`config.mk`:
```
export PLATFORM = sky130hd
export DESIGN_NAME = alu_mc_sequencer
export DESIGN_NICKNAME = d
export VERILOG_FILES = /design/src/rtl/alu_mc_sequencer.sv
export SDC_FILE = /design/constraint.sdc
export NUM_CORES = 1
export LEC_CHECK = 0
export ABC_AREA = 1
export CORE_ASPECT_RATIO = 0.8
export CORE_UTILIZATION = 37
export CTS_BUF_LIST = sky130_fd_sc_hd__clkbuf_8
export DETAILED_ROUTE_END_ITERATION = 12
export GPL_TIMING_DRIVEN = 0
export PLACE_DENSITY = 0.78
export REMOVE_ABC_BUFFERS = 1
export SLEW_MARGIN = 25
export SYNTH_ARGS = -nofsm -noshare
export SYNTH_HDL_FRONTEND = slang
export SYNTH_SLANG_ARGS = --single-unit
```
`constraint.sdc`:
```
create_clock -name clk -period 1.4 [get_ports clk]
set_clock_uncertainty 0.2 [all_clocks]
set_input_delay 0.21 -clock clk [delete_from_list [all_inputs] [get_ports clk]]
set_output_delay 0.21 -clock clk [all_outputs]
set_load 0.01 [all_outputs]
```
`src/rtl/alu_mc_sequencer.sv`:
```
// alu_mc_sequencer: multi-cycle sequencer that drives a combinational ALU and returns one selected result
//
// Ports:
//   clk, rst_n              clock, synchronous active-low reset
//   cmd_valid/cmd_ready     command handshake; cmd_op (4b select), cmd_a/cmd_b (2b operands), cmd_key (0 add, 1 sub)
//   alu_a/alu_b/alu_sel/alu_key  registered operands/select/key driven to the ALU
//   alu_in (25b)            ALU results, LSB-anchored: [3:0] m, [5:4] d, [7:6] c, [9:8] s, [10] aeb, [11] agb,
//                           [12] alb, [13] xnor, [14] xor, [15] not4, [16] not3, [17] not2, [18] not1,
//                           [19] nor, [20] or, [21] nand, [22] and, [24:23] spare
//   rsp_valid/rsp_ready     response handshake; rsp_data (4b) selected result, zero-extended
//
// Optional feature: define ALU_SEQ_CMD_BUF_EN for a 2-entry command FIFO ahead of the FSM.
module alu_mc_sequencer #(
    parameter int SETTLE_CYCLES = 2
) (
    input  logic        clk,
    input  logic        rst_n,
    input  logic        cmd_valid,
    output logic        cmd_ready,
    input  logic [3:0]  cmd_op,
    input  logic [1:0]  cmd_a,
    input  logic [1:0]  cmd_b,
    input  logic        cmd_key,
    output logic [1:0]  alu_a,
    output logic [1:0]  alu_b,
    output logic [3:0]  alu_sel,
    output logic        alu_key,
    input  logic [24:0] alu_in,
    output logic        rsp_valid,
    input  logic        rsp_ready,
    output logic [3:0]  rsp_data
);
    typedef enum logic [1:0] {IDLE, SETTLE, RESP} state_t;

    state_t     state;
    logic [3:0] cnt;
    logic [3:0] sel_res;
    logic       go;
    logic [8:0] go_cmd;
    logic       unused_bits;

    assign unused_bits = ^alu_in[24:23];

`ifdef ALU_SEQ_CMD_BUF_EN
    logic [8:0] mem [2];
    logic       wp, rp, push;
    logic [1:0] fill;

    // no pass-through: a full FIFO refuses even when the head is popped this edge
    assign cmd_ready = rst_n && (fill != 2'd2);
    assign push      = cmd_valid && cmd_ready;
    assign go        = (state == IDLE) && (fill != 2'd0);
    assign go_cmd    = mem[rp];

    always_ff @(posedge clk) begin
        if (!rst_n) begin
            wp   <= 1'b0;
            rp   <= 1'b0;
            fill <= 2'd0;
        end else begin
            if (push) begin
                mem[wp] <= {cmd_op, cmd_a, cmd_b, cmd_key};
                wp      <= ~wp;
            end
            if (go)
                rp <= ~rp;
            fill <= fill + {1'b0, push} - {1'b0, go};
        end
    end
`else
    assign cmd_ready = rst_n && (state == IDLE);
    assign go        = cmd_valid && cmd_ready;
    assign go_cmd    = {cmd_op, cmd_a, cmd_b, cmd_key};
`endif

    always_comb begin
        sel_res = 4'd0;
        case (alu_sel)
            4'd0:  sel_res = {1'b0, alu_in[10], alu_in[11], alu_in[12]};
            4'd1:  sel_res = {3'd0, alu_in[19]};
            4'd2:  sel_res = {2'd0, alu_in[5:4]};
            4'd3:  sel_res = {3'd0, alu_in[20]};
            4'd4:  sel_res = alu_in[3:0];
            4'd5:  sel_res = {3'd0, alu_in[21]};
            4'd6:  sel_res = {2'd0, alu_in[7], alu_in[9]};
            4'd7:  sel_res = {3'd0, alu_in[22]};
            4'd8:  sel_res = {3'd0, alu_in[6]};
            4'd9:  sel_res = {3'd0, alu_in[15]};
            4'd10: sel_res = {3'd0, alu_in[8]};
            4'd11: sel_res = {3'd0, alu_in[16]};
            4'd12: sel_res = {3'd0, alu_in[13]};
            4'd13: sel_res = {3'd0, alu_in[17]};
            4'd14: sel_res = {3'd0, alu_in[14]};
            default: sel_res = {3'd0, alu_in[18]};
        endcase
    end

    // The counter counts settle edges after the operand load edge, so the result is
    // sampled SETTLE_CYCLES+1 edges after the load with operands stable throughout.
    always_ff @(posedge clk) begin
        if (!rst_n) begin
            state     <= IDLE;
            cnt       <= 4'd0;
            alu_a     <= 2'd0;
            alu_b     <= 2'd0;
            alu_sel   <= 4'd0;
            alu_key   <= 1'b0;
            rsp_valid <= 1'b0;
            rsp_data  <= 4'd0;
        end else begin
            case (state)
                IDLE: if (go) begin
                    {alu_sel, alu_a, alu_b, alu_key} <= go_cmd;
                    cnt   <= 4'(SETTLE_CYCLES);
                    state <= SETTLE;
                end
                SETTLE: if (cnt == 4'd0) begin
                    rsp_data  <= sel_res;
                    rsp_valid <= 1'b1;
                    state     <= RESP;
                end else begin
                    cnt <= cnt - 4'd1;
                end
                RESP: if (rsp_ready) begin
                    rsp_valid <= 1'b0;
                    state     <= IDLE;
                end
                default: state <= IDLE;
            endcase
        end
    end
endmodule

```
# [Word level (Yosys, flattened, before mapping)]
# Cells that the tools add are included.
[word_totals] ff_bits=20 in_bits=38 output_inout_bits=15
[op_classes] n_addsub=1 n_eq_ne=20 mux=11 reduce_logical=12
[op_table] op="$pmux W4 S15" count=1
[op_table] op="$eq A4 B4 Y1 const B" count=7
[op_table] op="$eq A4 B3 Y1 const B" count=4
[op_table] op="$reduce_and A3 Y1" count=3
[op_table] op="$eq A4 B2 Y1 const B" count=2
[op_table] op="$logic_not A4 Y1" count=2
[op_table] op="$mux W4" count=2
[op_table] op="$ne A2 B2 Y1 const B" count=4
[op_table] op="$pmux W4 S2" count=1
[op_table] op="$mux W2" count=3
[op_table] op="$pmux W2 S3" count=1
[op_table] op="$eq A4 B1 Y1 const B" count=1
[op_table] op="$reduce_and A2 Y1" count=2
[op_table] op="$reduce_bool A2 Y1" count=2
[op_table] op="$sub A4 B1 Y4 const B" count=1
[op_table] op="$eq A2 B1 Y1 const B" count=1
[op_table] op="$eq A2 B2 Y1 const B" count=1
[op_table] op="$logic_and A1 B1 Y1" count=2
[op_table] op="$logic_not A2 Y1" count=1
[op_table] op="$mux W1" count=2
[op_table] op="$pmux W1 S2" count=1

# [Longest topological paths before layout]
[logic_depth] depth_word=5 mapped_depth=10 depth_no_buf=9

# [Worst setup path after synthesis]
# No wires, ideal clock.
[synth_timing] path_kind="reg2reg" startpoint="register state[1]" endpoint="register cnt[3]" arrival_ns=1.109 required_time_ns=1.084 slack_ns=-0.025 path_stages_with_launch=7 n_path_buf=0 period_less_slack_ns=1.425 cell_sequence="dfxtp_1 nor3_4 nand2_4 nand2_2 nand2_1 nor2_2 nor3_2"
[synth_via] elab_chain_cells=5
[synth_lines] item="start: declaration" line_no="35" rtl="state_t state;"
[synth_lines] item="start signal: assignment" line_no="102" rtl="state <= IDLE;"
[synth_lines] item="start signal: assignment" line_no="115" rtl="state <= SETTLE;"
[synth_lines] item="start signal: assignment" line_no="120" rtl="state <= RESP;"
[synth_lines] item="$logic_not A2 Y1" line_no="71" rtl="assign cmd_ready = rst_n && (state == IDLE);"
[synth_lines] item="$logic_and A1 B1 Y1" line_no="71"
[synth_lines] item="via cmd_ready" line_no="19" rtl="output logic cmd_ready,"
[synth_lines] item="$logic_and A1 B1 Y1" line_no="72" rtl="assign go = cmd_valid && cmd_ready;"
[synth_lines] item="$ne A2 B2 Y1 (no line)"
[synth_lines] item="$reduce_and A3 Y1 (no line)"
[synth_lines] item="end signal: assignment" line_no="114" rtl="cnt <= 4'(SETTLE_CYCLES);"
[synth_lines] item="end signal: assignment" line_no="122" rtl="cnt <= cnt - 4'd1;"
[synth_lines] item="end: declaration" line_no="36" rtl="logic [3:0] cnt;"
# The timed path passes the listed nets, and every way through them passes these cells.
# A chain may end at the register's enable or synchronous reset.

# [Final worst setup path]
[layout_timing] startpoint="register state[0]" endpoint="register cnt[2]"
[layout_via] elab_chain_cells=5
[layout_lines] item="$logic_not A2 Y1" line_no="71, 111"
[layout_lines] item="$logic_and A1 B1 Y1" line_no="71"
[layout_lines] item="$logic_and A1 B1 Y1" line_no="72"
[layout_lines] item="$ne A2 B2 Y1 (no line)"
[layout_lines] item="$reduce_and A3 Y1 (no line)"
# Parallel ways exist; a longest one is shown, timed or not.

==> impl_table.tex <==
\begin{tabular}{lr}
\hline
Metric & Value \\
\hline
\multicolumn{2}{l}{\textbf{Run status}} \\
Outcome & finished with violations \\
Failing checks & negative setup slack \\
\multicolumn{2}{l}{\textbf{Route}} \\
DRC violations left & 0 \\
Detailed-route via count & 1307 \\
Initial drt markers & 66 \\
Routed WL per cell & 13.5 um \\
Vias per std cell & 5.19 \\
Pre-antenna DRT Iters & 4 \\
Number of nets still failing antenna checks after routing & 0 \\
Final WL & 3.41 mm \\
\multicolumn{2}{l}{\textbf{Worst setup path}} \\
Buf+Inv Stages, Crit Path & 1 \\
Family with the most delay on the worst path & simple AND/OR/NAND/NOR gates \\
Kind of end point of the critical path & flip-flop \\
Required time of the critical path & 1.38 ns \\
Cells along the critical path & nor3\_4 -> buf\_6 -> nand2\_8 -> nand2\_8 -> a21oi\_2 -> nor3\_2 \\
Category of the critical setup timing path & reg2reg \\
Critical Path AT & 1.47 ns \\
Worst-path fanout max & 7 \\
Startpoint Class & flip-flop \\
Slowest CP cell & sky130\_fd\_sc\_hd\_\_dfxtp\_2 \\
Maximum single-stage delay on the critical path & 0.34 ns \\
Cell with the most instances on the worst path & sky130\_fd\_sc\_hd\_\_nand2\_8 \\
\multicolumn{2}{l}{\textbf{Die}} \\
Effective utilization at floorplan & 40.8\% \\
Overall die area & 3040 um\^{}2 \\
IO Count & 53 \\
Site row count & 16 \\
Overall die width & 61.4 um \\
Die span in y & 49.6 um \\
Placeable core area & 2560 um\^{}2 \\
\multicolumn{2}{l}{\textbf{STA}} \\
Setup violations, final & 7 \\
Sum Neg Setup Slack & -0.360 ns \\
Final hold violation count & 0 \\
Worst Tran Pin Value & 0.441 ns \\
Headroom to the max-slew limit & 70.5\% \\
Tightest hold margin & 0.0582 ns \\
Final-report max-slew violation count & 0 \\
Final min period & 1.49 ns \\
Share of the clock period used by the worst path & 106\% \\
RSZ-0062 raised after global routing & true \\
Post-route setup slack & -0.0872 ns \\
Fmax achieved & 0.672 GHz \\
\multicolumn{2}{l}{\textbf{Finish}} \\
Area added between synthesis and finish & 80.1\% \\
Number of standard cells in the layout, taps in and fillers out & 252 \\
Post-route core utilization & 73.5\% \\
Filler cells & 214 \\
NumNets Final & 257 \\
ANT cells & 0 \\
Fraction of layout instances using a drive strength above 1 & 30.1\% \\
\multicolumn{2}{l}{\textbf{Clock network}} \\
H-tree levels & 1 \\
CTS buffer count & 3 \\
Max clock buf depth & 2 \\
Insertion delay of the later-clocked pin in the worst-skew pair & 0.26 ns \\
Number of clock sinks seen by CTS & 20 \\
Root Buffer & sky130\_fd\_sc\_hd\_\_clkbuf\_8 \\
Clock Pin Slew Worst Setup and Hold Paths & 0.07 ns \\
CTS tree & done \\
\multicolumn{2}{l}{\textbf{Placement}} \\
Pre-CTS setup slack & -0.987 ns \\
Number of port buffers & 50 \\
Half-perimeter wire length of the detailed placement result & 2.39 mm \\
Final weighted congestion in routability-driven placement & 0.836 \\
Placed cells & 234 \\
\multicolumn{2}{l}{\textbf{Synthesis}} \\
Number of flip-flops and latches in the synthesized netlist & 20 \\
Area of the mapped netlist & 1050 um\^{}2 \\
Most common flop cell mapped by yosys & sky130\_fd\_sc\_hd\_\_dfxtp\_1 \\
Register area share after synthesis & 38.3\% \\
Syn Inst Count & 151 \\
Share of synthesized flip-flops with an asynchronous set or reset & 0\% \\
Count of flip-flops with a built-in enable after synthesis & 0 \\
Top cells by count, synth & 33 x sky130\_fd\_sc\_hd\_\_nand3\_1, 29 x sky130\_fd\_sc\_hd\_\_nand2\_1, 20 x sky130\_fd\_sc\_hd\_\_dfxtp\_1 \\
Number of warning messages in the yosys log & 0 \\
Leading cell type by number of instances after synthesis & sky130\_fd\_sc\_hd\_\_nand3\_1 \\
Dominant cell type by area after synthesis & sky130\_fd\_sc\_hd\_\_dfxtp\_1 \\
Cell variety after synth & 21 \\
Average instance area after synthesis & 6.93 um\^{}2 \\
Area share of the largest cell type after synthesis & 38.3\% \\
Largest cells by area after synthesis & sky130\_fd\_sc\_hd\_\_dfxtp\_1 38\%, sky130\_fd\_sc\_hd\_\_nand3\_1 16\%, sky130\_fd\_sc\_hd\_\_nand2\_1 10\% \\
\multicolumn{2}{l}{\textbf{GRT}} \\
Leftover overflow at the end of global routing & 0 \\
Global-route total usage across every layer & 23.4\% \\
Wire length of the first global-routing pass & 5.28 mm \\
Maximum number of pins on one net before global-route repair & 14 \\
Via count of the first global-routing pass & 1238 \\
Number of antenna violations at the first check in global routing & 0 \\
\multicolumn{2}{l}{\textbf{Hold path}} \\
Type of the most critical hold path & in2reg \\
\multicolumn{2}{l}{\textbf{Power and ir drop}} \\
Cell Pwr Density & 844 nW/um\^{}2 \\
Pleak & 0.000810 uW \\
Peak supply drop & 0.000737 V \\
\multicolumn{2}{l}{\textbf{Run}} \\
Reported max-cap violation count & 0 \\
\hline
\end{tabular}
## kinds of logic (layout without fill, tap and decap cells)
logic type / after synthesis / in the layout / synth area share, %
and+or+nand+nor: 87 / 88 / 40.7
DFF: 20 / 20 / 38.3
AOI/OAI and AO/OA: 23 / 23 / 11.0
buffers and inverters: 19 / 83 / 7.65
adders and majority gates: 2 / 2 / 2.39
## cell usage in the layout (no fill, tap or decap), types with 3 or more instances in the layout
| master | count |
|---|---|
| sky130_fd_sc_hd__nor2_2 | 4 |
| sky130_fd_sc_hd__nor2_4 | 4 |
| sky130_fd_sc_hd__clkdlybuf4s50_1 | 34 |
| sky130_fd_sc_hd__dfxtp_1 | 12 |
| sky130_fd_sc_hd__clkbuf_8 | 4 |
| sky130_fd_sc_hd__buf_4 | 10 |
| sky130_fd_sc_hd__dlygate4sd2_1 | 14 |
| sky130_fd_sc_hd__dfxtp_4 | 4 |
| sky130_fd_sc_hd__a21oi_2 | 4 |
| sky130_fd_sc_hd__nand2_2 | 5 |
| sky130_fd_sc_hd__nand2_4 | 3 |
| sky130_fd_sc_hd__nand3_1 | 29 |
| sky130_fd_sc_hd__inv_1 | 10 |
| sky130_fd_sc_hd__a21oi_1 | 14 |
| sky130_fd_sc_hd__nand4_1 | 3 |
| sky130_fd_sc_hd__inv_2 | 5 |
| sky130_fd_sc_hd__dfxtp_2 | 4 |
| sky130_fd_sc_hd__buf_6 | 3 |
| sky130_fd_sc_hd__nand2_1 | 22 |
| sky130_fd_sc_hd__nand3_2 | 3 |
| sky130_fd_sc_hd__nor2_1 | 7 |
## worst min-delay path, cell delays in order
cell	delay, ns
sky130_fd_sc_hd__buf_2	0.17
sky130_fd_sc_hd__o21ai_2	0.07
sky130_fd_sc_hd__a21oi_1	0.04
## report_power, final
part,switching (uW),total [uW],internal (uW),leakage [uW]
clock,191,441,250,0.0000288
sequential,38.1,645,607,0.000168
combinational,257,504,248,0.000613
## flip-flops by register name (all words and copies together) (netlist names)
| name | flops |
|---|---|
| cnt | 4 |
| alu_sel | 4 |
| alu_a | 2 |
| state | 2 |
| rsp_data | 4 |
| alu_key | 1 |
| rsp_valid | 1 |
| alu_b | 2 |
## per-layer routing
layer  vias to the layer above  GRT usage (%)  wire length, um
met3                         7           6.30              230
met1                       604           28.4             1450
met4                         0           5.56               50
met2                        56           40.4             1680
met5                         -              0                0
li1                        640              -                -
## area by class of cell
| class | count | area [um^2] | share of cell area [%] |
|---|---|---|---|
| Clock buffer | 4 | 55.1 | 2.92 |
| Multi-Input combinational cell | 113 | 719 | 38.2 |
| Tap cell | 36 | 45.0 | 2.39 |
| Sequential cell | 20 | 420 | 22.3 |
| Inverter | 16 | 62.6 | 3.32 |
| Timing Repair Buffer | 63 | 582 | 30.9 |
## per-stage QoR
stage	cell area, um^2	power, uW
floorplan	1030	831
detailed placement	1570	1030
global placement	1570	1020
CTS	1760	1530
finish	1880	1590
global route	1880	1670
## final timing paths
path,from,to,slack (ns),depth (start not counted)
setup / recovery,state[0],cnt[2],-0.09,6
hold / removal,rst_n,cnt[0],0.06,3
setup reg to reg,state[0],cnt[2],-0.09,6
hold reg to reg,alu_b[0],alu_b[0],0.26,2
## timing repair
action                                  4_1_cts  5_1_grt
setup buffers                                 9        6
hold buffers                                  0        0
pin swaps                                     6       13
endpoints found under the setup margin       35       24
gates resized for setup                      46       33
gates cloned                                  1        0
Power figures use the tool's default switching activity.
==> variant, RTL diff (same flow settings) <==
Add a define of `ALU_SEQ_CMD_BUF_EN`.
--- a/src/rtl/alu_mc_sequencer.sv
+++ b/src/rtl/alu_mc_sequencer.sv
@@ -12,2 +12,4 @@
 // Optional feature: define ALU_SEQ_CMD_BUF_EN for a 2-entry command FIFO ahead of the FSM.
+`define ALU_SEQ_CMD_BUF_EN
+
 module alu_mc_sequencer #(
Formal check against the unedited RTL: not equivalent (a bounded check fails within 4 cycles, from zero or initial values and one cycle with rst_n low).
==> variant against the original RTL <==
- the run still ends with negative setup slack left
- wire length up 26%
- worst setup slack worse by 0.24 ns
- largest power group is now combinational cells
- power rose to 3.4 times the old value
- area after synthesis up 77%
- combinational power rose to 5.2 times the old value
- sequential cell count up 22
- non-clock buffer count down 1
- sequential power rose to 3.1 times the old value
- cell area up 44%
==> variant: results (changes against the original RTL) <==
{
  "number_of_enable_flip_flop_cells_after_synthesis": {"value": 18, "change": "+18"},
  "gp_congestion": {"value": 0.862, "change": "+3.2%"},
  "dp.final_hpwl": {"value": 2730, "unit": "um", "change": "+14%"},
  "dp_cells": {"value": 315, "change": "+35%"},
  "ys_top_cells_by_area": "edfxtp_1 (29%), dfxtp_1 (26%), nand2_1 (9.9%), nand3_1 (5.9%), a31oi_1 (3.4%)",
  "met2_wirelength": {"value": 2020, "unit": "um", "change": "+20%"},
  "num_vias": {"value": 1669, "change": "+28%"},
  "synth.cells.most_frequent": "nand2_1 (49), dfxtp_1 (24), nand3_1 (22)",
  "yosys_most_used_dff": "dfxtp_1",
  "max-slew-margin-rel": {"value": 75.5, "unit": "%", "change": "+5.0 points"},
  "maximum_vdd_drop": {"value": 0.000963, "unit": "V", "change": "+31%"},
  "tritoncts.num_buffers": {"value": 5, "change": "+2"},
  "worst-path-max-fanout": {"value": 4, "change": "-3"},
  "timing.critical_path.slowest_stage_cell": "dfxtp_4",
  "worst_path_largest_cell_delay": {"value": 0.37, "unit": "ns", "change": "+0.03 ns"},
  "power_leakage": {"value": 0.00113, "unit": "uW", "change": "+39%"},
  "failed_checks": "negative setup slack",
  "met3RoutedLength": {"value": 330, "unit": "um", "change": "+43%"},
  "grt_pass1_wl": {"value": 6890, "unit": "um", "change": "+30%"},
  "cpLargestDelayFamily": "adder cells",
  "clock_latency_on_the_worst_skew_pair": {"value": 0.30, "unit": "ns", "change": "+0.04 ns"},
  "drive_gt1_share": {"value": 24.6, "unit": "%", "change": "-5.5 points"},
  "seq-power": {"value": 2030, "unit": "uW", "change": "+210%"},
  "wl_met1": {"value": 1920, "unit": "um", "change": "+32%"},
  "use_met2": {"value": 28.9, "unit": "%", "change": "-12 points"},
  "status": "finished, violations left",
  "detail_route.iter0.violations": {"value": 87, "change": "+32%"},
  "report.final.setup_viol": {"value": 24, "change": "+17"},
  "synth.yosys.seq_area_share": {"value": 55.1, "unit": "%", "change": "+17 points"},
  "ys_warn_count": {"value": 0, "change": "unchanged"},
  "ys_types": {"value": 26, "change": "+24%"},
  "combinational_power_share": {"value": 48.4, "unit": "%", "change": "+17 points"},
  "routed_wirelength": {"value": 4310, "unit": "um", "change": "+26%"},
  "critPathArrivalTime": {"value": 1.72, "unit": "ns", "change": "+0.25 ns"},
  "worst_slack": {"value": -0.330, "unit": "ns", "change": "-0.243 ns"},
  "syn-instance-count": {"value": 210, "change": "+39%"},
  "gr-usage-met1": {"value": 21.5, "unit": "%", "change": "-6.9 points"},
  "gr-usage-all-layers": {"value": 17.4, "unit": "%", "change": "-6.0 points"},
  "count_of_fill_cells_added_during_filler_insertion": {"value": 396, "change": "+85%"},
  "netSwitchingFraction": {"value": 41.5, "unit": "%", "change": "+11 points"}
}
[variant: cell count changes after synthesis, moves of 4 or more]
cell / change
inv_2: +8
edfxtp_1: +18
nand3_1: -11
a21oi_1: -6
nand2_1: +20
o21ai_1: +9
dfxtp_1: +4
a31oi_1: +10
[variant: repair_timing]
item | 4_1_cts | 5_1_grt
gates resized for setup | 60 | 15
cloned | 1 | 0
setup buffers | 7 | 5
pin swaps | 15 | 11
setup endpoints to repair | 55 | 44
[variant: through the flow]
step / cell area [um2] / power [uW] / hold WS (ns)
after floorplan: 1820 / 3270 / 0.103
after global placement: 2400 / 4010 / 0.248
after detailed placement: 2400 / 4070 / 0.249
after CTS: 2660 / 5190 / 0.0771
after global routing: 2720 / 5830 / 0.0986
final: 2720 / 5400 / 0.0882
[variant: logic make-up (layout without fill, tap and decap cells)]
kind of cell             count (synthesis)  in the layout  synth area share (%)
AND/OR/NAND/NOR                         94             95                  22.6
flip-flops                              42             42                  55.1
AO/OA/AOI/OAI                           39             39                  12.4
buffers and inverters                   30             95                  6.68
adder cells (fa/ha/maj)                  4              4                  2.70
XOR/XNOR                                 1              1                 0.473
[variant: layout make-up]
type / instances / area, um2 / share of cell area [%]
Tap cell: 60 / 75.1 / 2.76
Timing Repair Buffer: 62 / 582 / 21.4
Clock buffer: 5 / 68.8 / 2.53
Multi-Input combinational cell: 139 / 830 / 30.5
Sequential cell: 42 / 1040 / 38.4
Clock inverter: 3 / 17.5 / 0.644
Inverter: 25 / 104 / 3.82
[variant: path summary, 6_finish.rpt]
path                            slack [ns]  startpoint  cells after the start  endpoint
worst max register to register       -0.33     fill[1]                      8   fill[1]
worst max-delay path                 -0.33     fill[1]                      8   fill[1]
worst min-delay path                  0.09       rst_n                      3   fill[0]
worst min register to register        0.25      cnt[0]                      1    cnt[0]
